`src/rtl/wind_pattern_decoder.sv`:
```
// wind_pattern_decoder
// ---------------------------------------------------------------------------
// Receive side of the wind-direction LED link. Samples the 3-bit LED pattern
// stream, checks every pattern transition against the encoder's state graph
// and recovers the 2-bit wind status that caused it. Declares lock after
// LOCK_LEN consecutive legal transitions.
//
// Ports:
//   clk        in   system clock, rising edge
//   reset      in   asynchronous, active-low; 0 clears all state
//   leds       in   [2:0] LED pattern sample
//   led_valid  in   leds carries a new pattern this cycle
//   w_out      out  [1:0] recovered wind status (holds between updates)
//   w_valid    out  one-cycle pulse, w_out/w_amb updated
//   w_amb      out  transition maps to several w values, w_out is the lowest
//   err        out  one-cycle pulse, illegal pattern or transition
//   locked     out  high while in LOCKED
//   err_cnt    out  [ERR_CNT_W-1:0] saturating count of err pulses
//   timeout    out  one-cycle pulse, only with WIND_DEC_TIMEOUT_EN defined
//
// Build option: define WIND_DEC_TIMEOUT_EN to add an idle counter that drops
// SYNC/LOCKED back to IDLE after TIMEOUT cycles without a sample.
// ---------------------------------------------------------------------------
module wind_pattern_decoder #(
    parameter int LOCK_LEN  = 4,
    parameter int ERR_CNT_W = 8,
    parameter int TIMEOUT   = 16
) (
    input  logic                 clk,
    input  logic                 reset,
    input  logic [2:0]           leds,
    input  logic                 led_valid,
    output logic [1:0]           w_out,
    output logic                 w_valid,
    output logic                 w_amb,
    output logic                 err,
    output logic                 locked,
    output logic [ERR_CNT_W-1:0] err_cnt
`ifdef WIND_DEC_TIMEOUT_EN
    ,
    output logic                 timeout
`endif
);

    localparam int GOOD_W = $clog2(LOCK_LEN + 1);

    if (LOCK_LEN < 1 || TIMEOUT < 1) begin : g_param_check
        $error("wind_pattern_decoder: LOCK_LEN and TIMEOUT must be >= 1");
    end

    typedef enum logic [1:0] {
        ST_IDLE   = 2'd0,
        ST_SYNC   = 2'd1,
        ST_LOCKED = 2'd2
    } state_t;

    // Pattern is one of the four encoder codes.
    function automatic logic is_code(input logic [2:0] p);
        return (p == 3'b010) || (p == 3'b101) || (p == 3'b001) || (p == 3'b100);
    endfunction

    // Transition table: returns {legal, amb, w[1:0]}. Ambiguous entries
    // report the lowest candidate w.
    function automatic logic [3:0] decode_step(input logic [2:0] prev_p,
                                               input logic [2:0] cur_p);
        case ({prev_p, cur_p})
            6'b010_101: return 4'b1_0_00;  // P0->P1
            6'b010_001: return 4'b1_0_10;  // P0->P2
            6'b010_100: return 4'b1_1_01;  // P0->P3 (01/11)
            6'b101_010: return 4'b1_0_00;  // P1->P0
            6'b101_001: return 4'b1_1_01;  // P1->P2 (01/10/11)
            6'b001_101: return 4'b1_0_00;  // P2->P1
            6'b001_100: return 4'b1_0_10;  // P2->P3
            6'b001_010: return 4'b1_1_01;  // P2->P0 (01/11)
            6'b100_101: return 4'b1_0_00;  // P3->P1
            6'b100_010: return 4'b1_0_10;  // P3->P0
            6'b100_001: return 4'b1_1_01;  // P3->P2 (01/11)
            default:    return 4'b0_0_00;
        endcase
    endfunction

    state_t                 state, state_nxt;
    logic [2:0]             prev, prev_nxt;
    logic [GOOD_W-1:0]      good, good_nxt;
    logic [1:0]             w_out_nxt;
    logic                   w_valid_nxt, w_amb_nxt, err_nxt, locked_nxt;
    logic [ERR_CNT_W-1:0]   err_cnt_nxt;
    logic [3:0]             step;
    logic                   cur_ok;

    assign step   = decode_step(prev, leds);
    assign cur_ok = is_code(leds);

`ifdef WIND_DEC_TIMEOUT_EN
    localparam int IDLE_W = $clog2(TIMEOUT + 1);
    logic [IDLE_W-1:0] idle_cnt, idle_nxt;
    logic              timeout_nxt;
`endif

    // State register (all registered outputs update here too)
    always_ff @(posedge clk or negedge reset) begin
        if (!reset) begin
            state   <= ST_IDLE;
            prev    <= '0;
            good    <= '0;
            w_out   <= '0;
            w_valid <= 1'b0;
            w_amb   <= 1'b0;
            err     <= 1'b0;
            locked  <= 1'b0;
            err_cnt <= '0;
`ifdef WIND_DEC_TIMEOUT_EN
            idle_cnt <= '0;
            timeout  <= 1'b0;
`endif
        end else begin
            state   <= state_nxt;
            prev    <= prev_nxt;
            good    <= good_nxt;
            w_out   <= w_out_nxt;
            w_valid <= w_valid_nxt;
            w_amb   <= w_amb_nxt;
            err     <= err_nxt;
            locked  <= locked_nxt;
            err_cnt <= err_cnt_nxt;
`ifdef WIND_DEC_TIMEOUT_EN
            idle_cnt <= idle_nxt;
            timeout  <= timeout_nxt;
`endif
        end
    end

    // Next-state logic
    always_comb begin
        state_nxt = state;
        prev_nxt  = prev;
        good_nxt  = good;
`ifdef WIND_DEC_TIMEOUT_EN
        idle_nxt    = '0;
        timeout_nxt = 1'b0;
`endif
        if (led_valid) begin
            if (state == ST_IDLE) begin
                if (cur_ok) begin
                    prev_nxt  = leds;
                    good_nxt  = '0;
                    state_nxt = ST_SYNC;
                end
            end else if (step[3]) begin
                prev_nxt  = leds;
                good_nxt  = (good == GOOD_W'(LOCK_LEN)) ? good : good + 1'b1;
                state_nxt = (good_nxt == GOOD_W'(LOCK_LEN)) ? ST_LOCKED : ST_SYNC;
            end else begin
                // An illegal but well-formed code still serves as the new
                // reference, so resync does not need to go through IDLE.
                good_nxt = '0;
                if (cur_ok) begin
                    prev_nxt  = leds;
                    state_nxt = ST_SYNC;
                end else begin
                    state_nxt = ST_IDLE;
                end
            end
        end
`ifdef WIND_DEC_TIMEOUT_EN
        else if (state != ST_IDLE) begin
            if (idle_cnt == IDLE_W'(TIMEOUT - 1)) begin
                state_nxt   = ST_IDLE;
                good_nxt    = '0;
                timeout_nxt = 1'b1;
            end else begin
                idle_nxt = idle_cnt + 1'b1;
            end
        end
`endif
    end

    // Output logic
    always_comb begin
        w_valid_nxt = 1'b0;
        err_nxt     = 1'b0;
        w_out_nxt   = w_out;
        w_amb_nxt   = w_amb;
        err_cnt_nxt = err_cnt;
        if (led_valid) begin
            if (state == ST_IDLE) begin
                err_nxt = !cur_ok;
            end else if (step[3]) begin
                w_valid_nxt = 1'b1;
                w_amb_nxt   = step[2];
                w_out_nxt   = step[1:0];
            end else begin
                err_nxt = 1'b1;
            end
        end
        if (err_nxt && (err_cnt != '1)) begin
            err_cnt_nxt = err_cnt + 1'b1;
        end
        locked_nxt = (state_nxt == ST_LOCKED);
    end

endmodule

```
`config.mk`:
```
export PLATFORM = sky130hd
export DESIGN_NAME = wind_pattern_decoder
export DESIGN_NICKNAME = d
export VERILOG_FILES = /design/src/rtl/wind_pattern_decoder.sv
export SDC_FILE = /design/constraint.sdc
export NUM_CORES = 1
export LEC_CHECK = 0
export ABC_AREA = 1
export BUFFER_PORTS_ARGS = -buffer_cell sky130_fd_sc_hd__buf_2
export CAP_MARGIN = 20
export CORE_ASPECT_RATIO = 1.1
export CORE_MARGIN = 2
export CORE_UTILIZATION = 46
export CTS_CLUSTER_DIAMETER = 60
export CTS_CLUSTER_SIZE = 8
export DETAILED_ROUTE_END_ITERATION = 10
export PLACE_DENSITY = 0.72
export SETUP_SLACK_MARGIN = 0.3
export SYNTH_ARGS = -nofsm -noshare
export SYNTH_HDL_FRONTEND = slang
export SYNTH_SLANG_ARGS = --single-unit
export TNS_END_PERCENT = 20
```
`constraint.sdc`:
```
create_clock -name clk -period 2.95 [get_ports clk]
set_clock_uncertainty 0.15 [all_clocks]
set_input_delay 0.1475 -clock clk [delete_from_list [all_inputs] [get_ports clk]]
set_output_delay 0.1475 -clock clk [all_outputs]
set_load 0.005 [all_outputs]
```
# Word-level counts from Yosys, hierarchy flattened

Index checks and enable logic that the tools add are counted.

Register bits after elaboration: 22
Latch bits: 0
Memory bits (writable): 0
Memory bits (read-only): 0
Input bits: 6
Output and inout bits: 14
Logic and storage cells: 63
Memories: 0

Add/sub/neg operators: 2
Multipliers: 0
Div/mod/pow operators: 0
Magnitude comparators: 0
Equal/unequal tests: 20
Shift-type cells: 0
Muxes and demuxes: 20
Bitwise logic cells: 1
Reductions and logical operators: 11

Operators with widths:

| operator                                                              | count |
|---|---|
| 6-bit equality test, second input constant                            | 5 |
| 3-bit two-way mux                                                     | 7 |
| 6-bit by 4-bit equality test with 1-bit output, second input constant | 3 |
| 6-bit by 5-bit equality test with 1-bit output, second input constant | 3 |
| 3-bit equality test, second input constant                            | 4 |
| 4-bit case mux with 3 select lines                                    | 1 |
| 2-bit two-way mux                                                     | 5 |
| 8-bit by 1-bit adder with 8-bit output, second input constant         | 1 |
| 8-bit inequality test, second input constant                          | 1 |
| 4-bit OR reduction                                                    | 2 |
| 1-bit two-way mux                                                     | 7 |
| 3-bit by 1-bit adder with 3-bit output, second input constant         | 1 |
| 3-bit by 1-bit equality test with 1-bit output, second input constant | 1 |
| 3-bit by 2-bit equality test with 1-bit output, second input constant | 1 |
| 1-bit logical OR                                                      | 3 |
| 3-bit AND reduction                                                   | 1 |
| 3-bit OR reduction                                                    | 1 |
| 2-bit equality test, second input constant                            | 1 |
| 2-bit logical NOT                                                     | 1 |
| 2-bit inequality test, second input constant                          | 1 |
| 2-bit AND reduction                                                   | 1 |
| 1-bit logical AND                                                     | 1 |
| 1-bit logical NOT                                                     | 1 |
| 1-bit inverter                                                        | 1 |

# Longest topological paths before layout

Word-level depth: 9
Depth in mapped cells: 10
Gate-level depth less buffers: 10

# Worst setup path after synthesis

Ideal clock, no wire load.

Path type: register to register
Start point: reg good[0]
End point: reg locked
Library setup time: 0.071 ns
Data arrival time: 1.298 ns
Data required time: 2.729 ns
Setup slack: 1.431 ns
Cell stages (with the launch flop): 11
Buffers on the path: 0
Clock period less this slack: 1.519 ns
Path through: dfrtp_1 > inv_1 > ha_1 > nand2_1 > xor2_1 > nand2_1 > nor2_1 > nand3_2 > nand2_1 > nand2_1 > nor2_1

Word-level cells in the longest chain between the ends: 8
Elaborated cells on any way between the ends: 9
Those cells by class: 1 x add/sub; 3 x eq/ne; 5 x mux

RTL lines:

| element                                                                       | line | RTL |
|---|---|---|
| start: declaration                                                            | 84   | `logic [GOOD_W-1:0] good, good_nxt;` |
| start signal: assignment                                                      | 119  | `good <= good_nxt;` |
| 3-bit by 1-bit adder with 3-bit output or 3-bit equality test (tied branches) | 151  | `good_nxt = (good == GOOD_W'(LOCK_LEN)) ? good : good + 1'b1;` |
| 3-bit two-way mux *                                                           | 151  |  |
| 3-bit equality test *                                                         | 152  | `state_nxt = (good_nxt == GOOD_W'(LOCK_LEN)) ? ST_LOCKED : ST_SYNC;` |
| 2-bit two-way mux *                                                           | 152  |  |
| 2-bit two-way mux *                                                           | 149  | `end else if (step[3]) begin` |
| 2-bit two-way mux *                                                           | 143  | `if (state == ST_IDLE) begin` |
| 2-bit two-way mux *                                                           | 142  | `if (led_valid) begin` |
| via state_nxt[0]                                                              | 82   | `state_t state, state_nxt;` |
| 2-bit equality test *                                                         | 199  | `locked_nxt = (state_nxt == ST_LOCKED);` |
| via locked_nxt                                                                | 86   | `logic w_valid_nxt, w_amb_nxt, err_nxt, locked_nxt;` |
| end signal: assignment                                                        | 124  | `locked <= locked_nxt;` |
| end: declaration                                                              | 37   | `output logic locked,` |

The timed path passes the listed nets; every way through them passes the cells marked *.
A chain may end at the register's enable or synchronous reset.

# Final worst setup path

Start point: reg err_cnt[0]
End point: reg err_cnt[6]

Word-level cells in the longest chain between the ends: 2
Elaborated cells on any way between the ends: 3
Those cells by class: 1 x add/sub; 1 x eq/ne; 1 x reduce/logical

RTL lines:

| element                                                                                        | line | RTL |
|---|---|---|
| start: declaration                                                                             | 38   | `output logic [ERR_CNT_W-1:0] err_cnt` |
| start signal: assignment                                                                       | 125  | `err_cnt <= err_cnt_nxt;` |
| parallel branches: the longest is 2 deep, another holds 8-bit by 1-bit adder with 8-bit output | -    |  |

Parallel ways; which one is timed is not known.

==> metrics.md <==
| Metric | Value |
|---|---|
| Status | `finished clean` |
| Antenna violations before repair | `0` |
| Hold Path Origin | `leds[2]` |
| Avg WL per Cell | `approximately 11 um` |
| Total number of vias | `around 1,100` |
| Post-route cell area | `about 1500 um^2` |
| Critical path capture point type | `flip-flop` |
| Leakage | `roughly 0.00078 uW` |
| Num ports | `20` |
| Root Driver | `clkbuf_4` |
| Number of gates resized after cts | `0` |
| Max-cap viol count | `0` |
| Clock buffers created by TritonCTS | `3` |
| Proportion of synthesized chip area in sequential cells | `39.8%` |
| Crit-path cells | `ha_1 > nand3_1 > nor2_1 > nand3_2 > nand3_4 > nand2_1 > nand2_1` |
| WHS Path Cells | `3` |
| Setup slack after layout | `about 1200 ps` |
| Most frequent standard cell in the layout excluding fill and tap cells | `nand2_1` |
| RSZ-0062 raised after global routing | `no` |
| Layout Nets | `~200` |
| Clock transition at the registers of the reported paths | `110 ps` |
| Worst Setup Path Type | `reg -> reg` |
| Worst setup path end | `err_cnt[6]` |
| Core utilization of the finished layout | `between 50% and 60%` |
| Max Transition Viols Final | `0` |
| Reg2Reg Depth | `7` |
| Overall die height | `~60 um` |
| Data arrival time of the critical path | `between 1500 and 2000 ps` |
| Worst path most repeated cell | `nand2_1` |
| Final Hold Vio Count | `0` |
| Sinks on Clock Net | `21` |
| R2r endpoint | `err_cnt[6]` |
| Cell area after placement | `between 1000 and 1500 um^2` |
| Worst slew margin | `between 60 and 70%` |
| Final GP Congestion | `about 0.86` |
| Final routed DRC violation total | `0` |
| Crit start category | `flip-flop` |
| Horiz. Die Dim | `55.1 um` |
| Launching instance or port of the critical path | `err_cnt[0]` |
| Cell area after synthesis | `roughly 1300 um^2` |
| Share of layout cells above drive strength 1 | `25.4%` |
| Maximum number of pins on one net before global-route repair | `22` |
| Syn_area_per_cell | `8.09 um^2` |
| Post-CTS Setup Inserts | `0` |
| Total core area | `about 2800 um^2` |
| Share of the cycle needed by the critical path after routing | `just under 60%` |
| Number of global-route vias before repair | `between 900 and 1,000` |
| DIE AREA | `3310 um^2` |
| ANT nets after route | `0` |
| First DRT Iteration DRCs | `19` |
| Clock insertion delay at the later pin of the skew report | `between 200 and 300 ps` |
| Clock tree buffer depth | `2` |
| Worst R2R Setup Slack | `1250 ps` |
| CTS HTree Levels | `1` |
| Vias per cell | `between 4 and 5` |
| Final-report setup violation count | `0` |
| Seq cells post-synth | `21` |
| Crit path max-delay cell type | `dfrtp_1` |
| Class of the most critical hold timing path | `in -> reg` |
| Antenna cells | `0` |
| Gate Count Post-Synth | `163` |
| CTS tree | `built` |
| Power per unit of standard cell area | `between 500 and 600 nW/um^2` |
| Max FO, Critical Path | `9` |
| Unique cell type count in the Yosys netlist | `26` |
| Worst EP required | `3030 ps` |
| Count of synthesis-stage warnings from yosys | `0` |
| Net count of the mapped netlist | `around 170` |
| Pin slew with the least headroom to its limit | `between 400 and 500 ps` |
| Max Clock Freq | `around 590 MHz` |
| Worst setup slack before clock tree synthesis | `roughly 1300 ps` |
| Signed area change from the synthesized netlist to the final layout | `11.4%` |
| Final wirelength | `2340 um` |
| Dpl hpwl | `1860 um` |
| GR Util All Layers | `around 16%` |
| Global-route wire length before repair | `approximately 4000 um` |
| Minimum clock period after layout | `1700 ps` |
| Port bufs | `19` |
| Initial standard-cell utilization of the core | `between 40% and 50%` |
| Commonest cells after routing, fill and taps aside | `nand2_1, dfrtp_1, inv_1, buf_2, nor2_1` |
| Cell row count | `20` |
| FF-to-FF Start | `err_cnt[0]` |
| Setup TNS | `0 ps` |
| Overflow left after global routing | `0` |
| Delay of the slowest cell on the worst path | `approximately 430 ps` |
| Detailed-router iteration count before antenna repair | `4` |
| Worst-case vdd ir drop | `0.291 mV` |
## sequential cells by signal, summed over array words and instances, names as in the netlist
register	flops
err	1
err_cnt	8
good	3
locked	1
prev	3
state	2
w_out	2
w_valid	1
## kinds of logic after synthesis
group	Yosys count	synth area share, %
AO/OA/AOI/OAI	14	7.78
XOR/XNOR	8	5.31
buffers and inverters	26	9.01
flip-flops	21	39.8
adder cells (fa/ha/maj)	3	2.85
AND/OR/NAND/NOR	91	35.2
## final cells by class
cell class	instances	area, um^2
tap	33	41.3
clock buffer	4	26.3
fill	286	1280
sequential	21	526
timing repair buffer	21	115
multi-input combinational	116	674
inverter	23	86.3
## worst max-delay path, delay by kind of cell (launching register included)
family,cells,cell delay [ps]
simple gates,6,840
flops,1,430
fa+ha+maj,1,210
## metal layers
layer	vias up	wire length [um]	global-route usage, %
met2	20	1130	27.4
met4	0	19	5.23
met3	2	80	2.25
met5	-	0	0
li1	560	-	-
met1	492	1110	21.5
## through the flow
step | hold WS (ps) | power (uW) | cells
3_3_place_gp | -20.0 | 626 | 212
6_report | 43.9 | 760 | 218
2_1_floorplan | -298 | 559 | 163
4_1_cts | 28.0 | 773 | 218
5_1_grt | 55.9 | 819 | 218
3_5_place_dp | -16.7 | 632 | 212
## worst min-delay path by stage
stage	to	slack, ps
2_1_floorplan	err	-300
3_3_place_gp	w_out[0]	-20
3_5_place_dp	w_out[0]	-20
4_1_cts	prev[2]	30
5_1_grt	prev[2]	60
6_report	prev[2]	40
## power by group
| part | internal (uW) | switching, uW |
|---|---|---|
| logic | 102 | 141 |
| clock network | 52.5 | 80.2 |
| registers | 336 | 48.1 |
| total | 491 | 269 |
## synth_stat cells
cell      count  area share, %
a21boi_0      1           0.57
a21oi_1       1           0.38
a21oi_4       1            1.2
buf_12        1            1.5
buf_2         1           0.38
buf_4         1           0.57
dfrtp_1      21             40
ha_1          3            2.8
inv_1        19            5.4
inv_2         4            1.1
nand2_1      45             13
nand2_4       1           0.85
nand3_1      10            3.8
nand3_2       4            3.0
nand3_4       2            2.7
nand4_1       8            3.8
nor2_1       11            3.1
nor2_2        8            3.8
nor2_4        1           0.85
o21ai_0       6            2.3
o21ai_1       2           0.76
o21ai_2       1           0.66
o22ai_2       2            1.9
or2_2         1           0.47
xnor2_1       3            2.0
xor2_1        5            3.3
## repair_timing
| item | CTS | global route |
|---|---|---|
| endpoints found under the setup margin | 0 | 0 |
| endpoints found under the hold margin | 23 | 0 |
| hold buffers | 2 | 0 |
(Power assumes the default switching activity.)
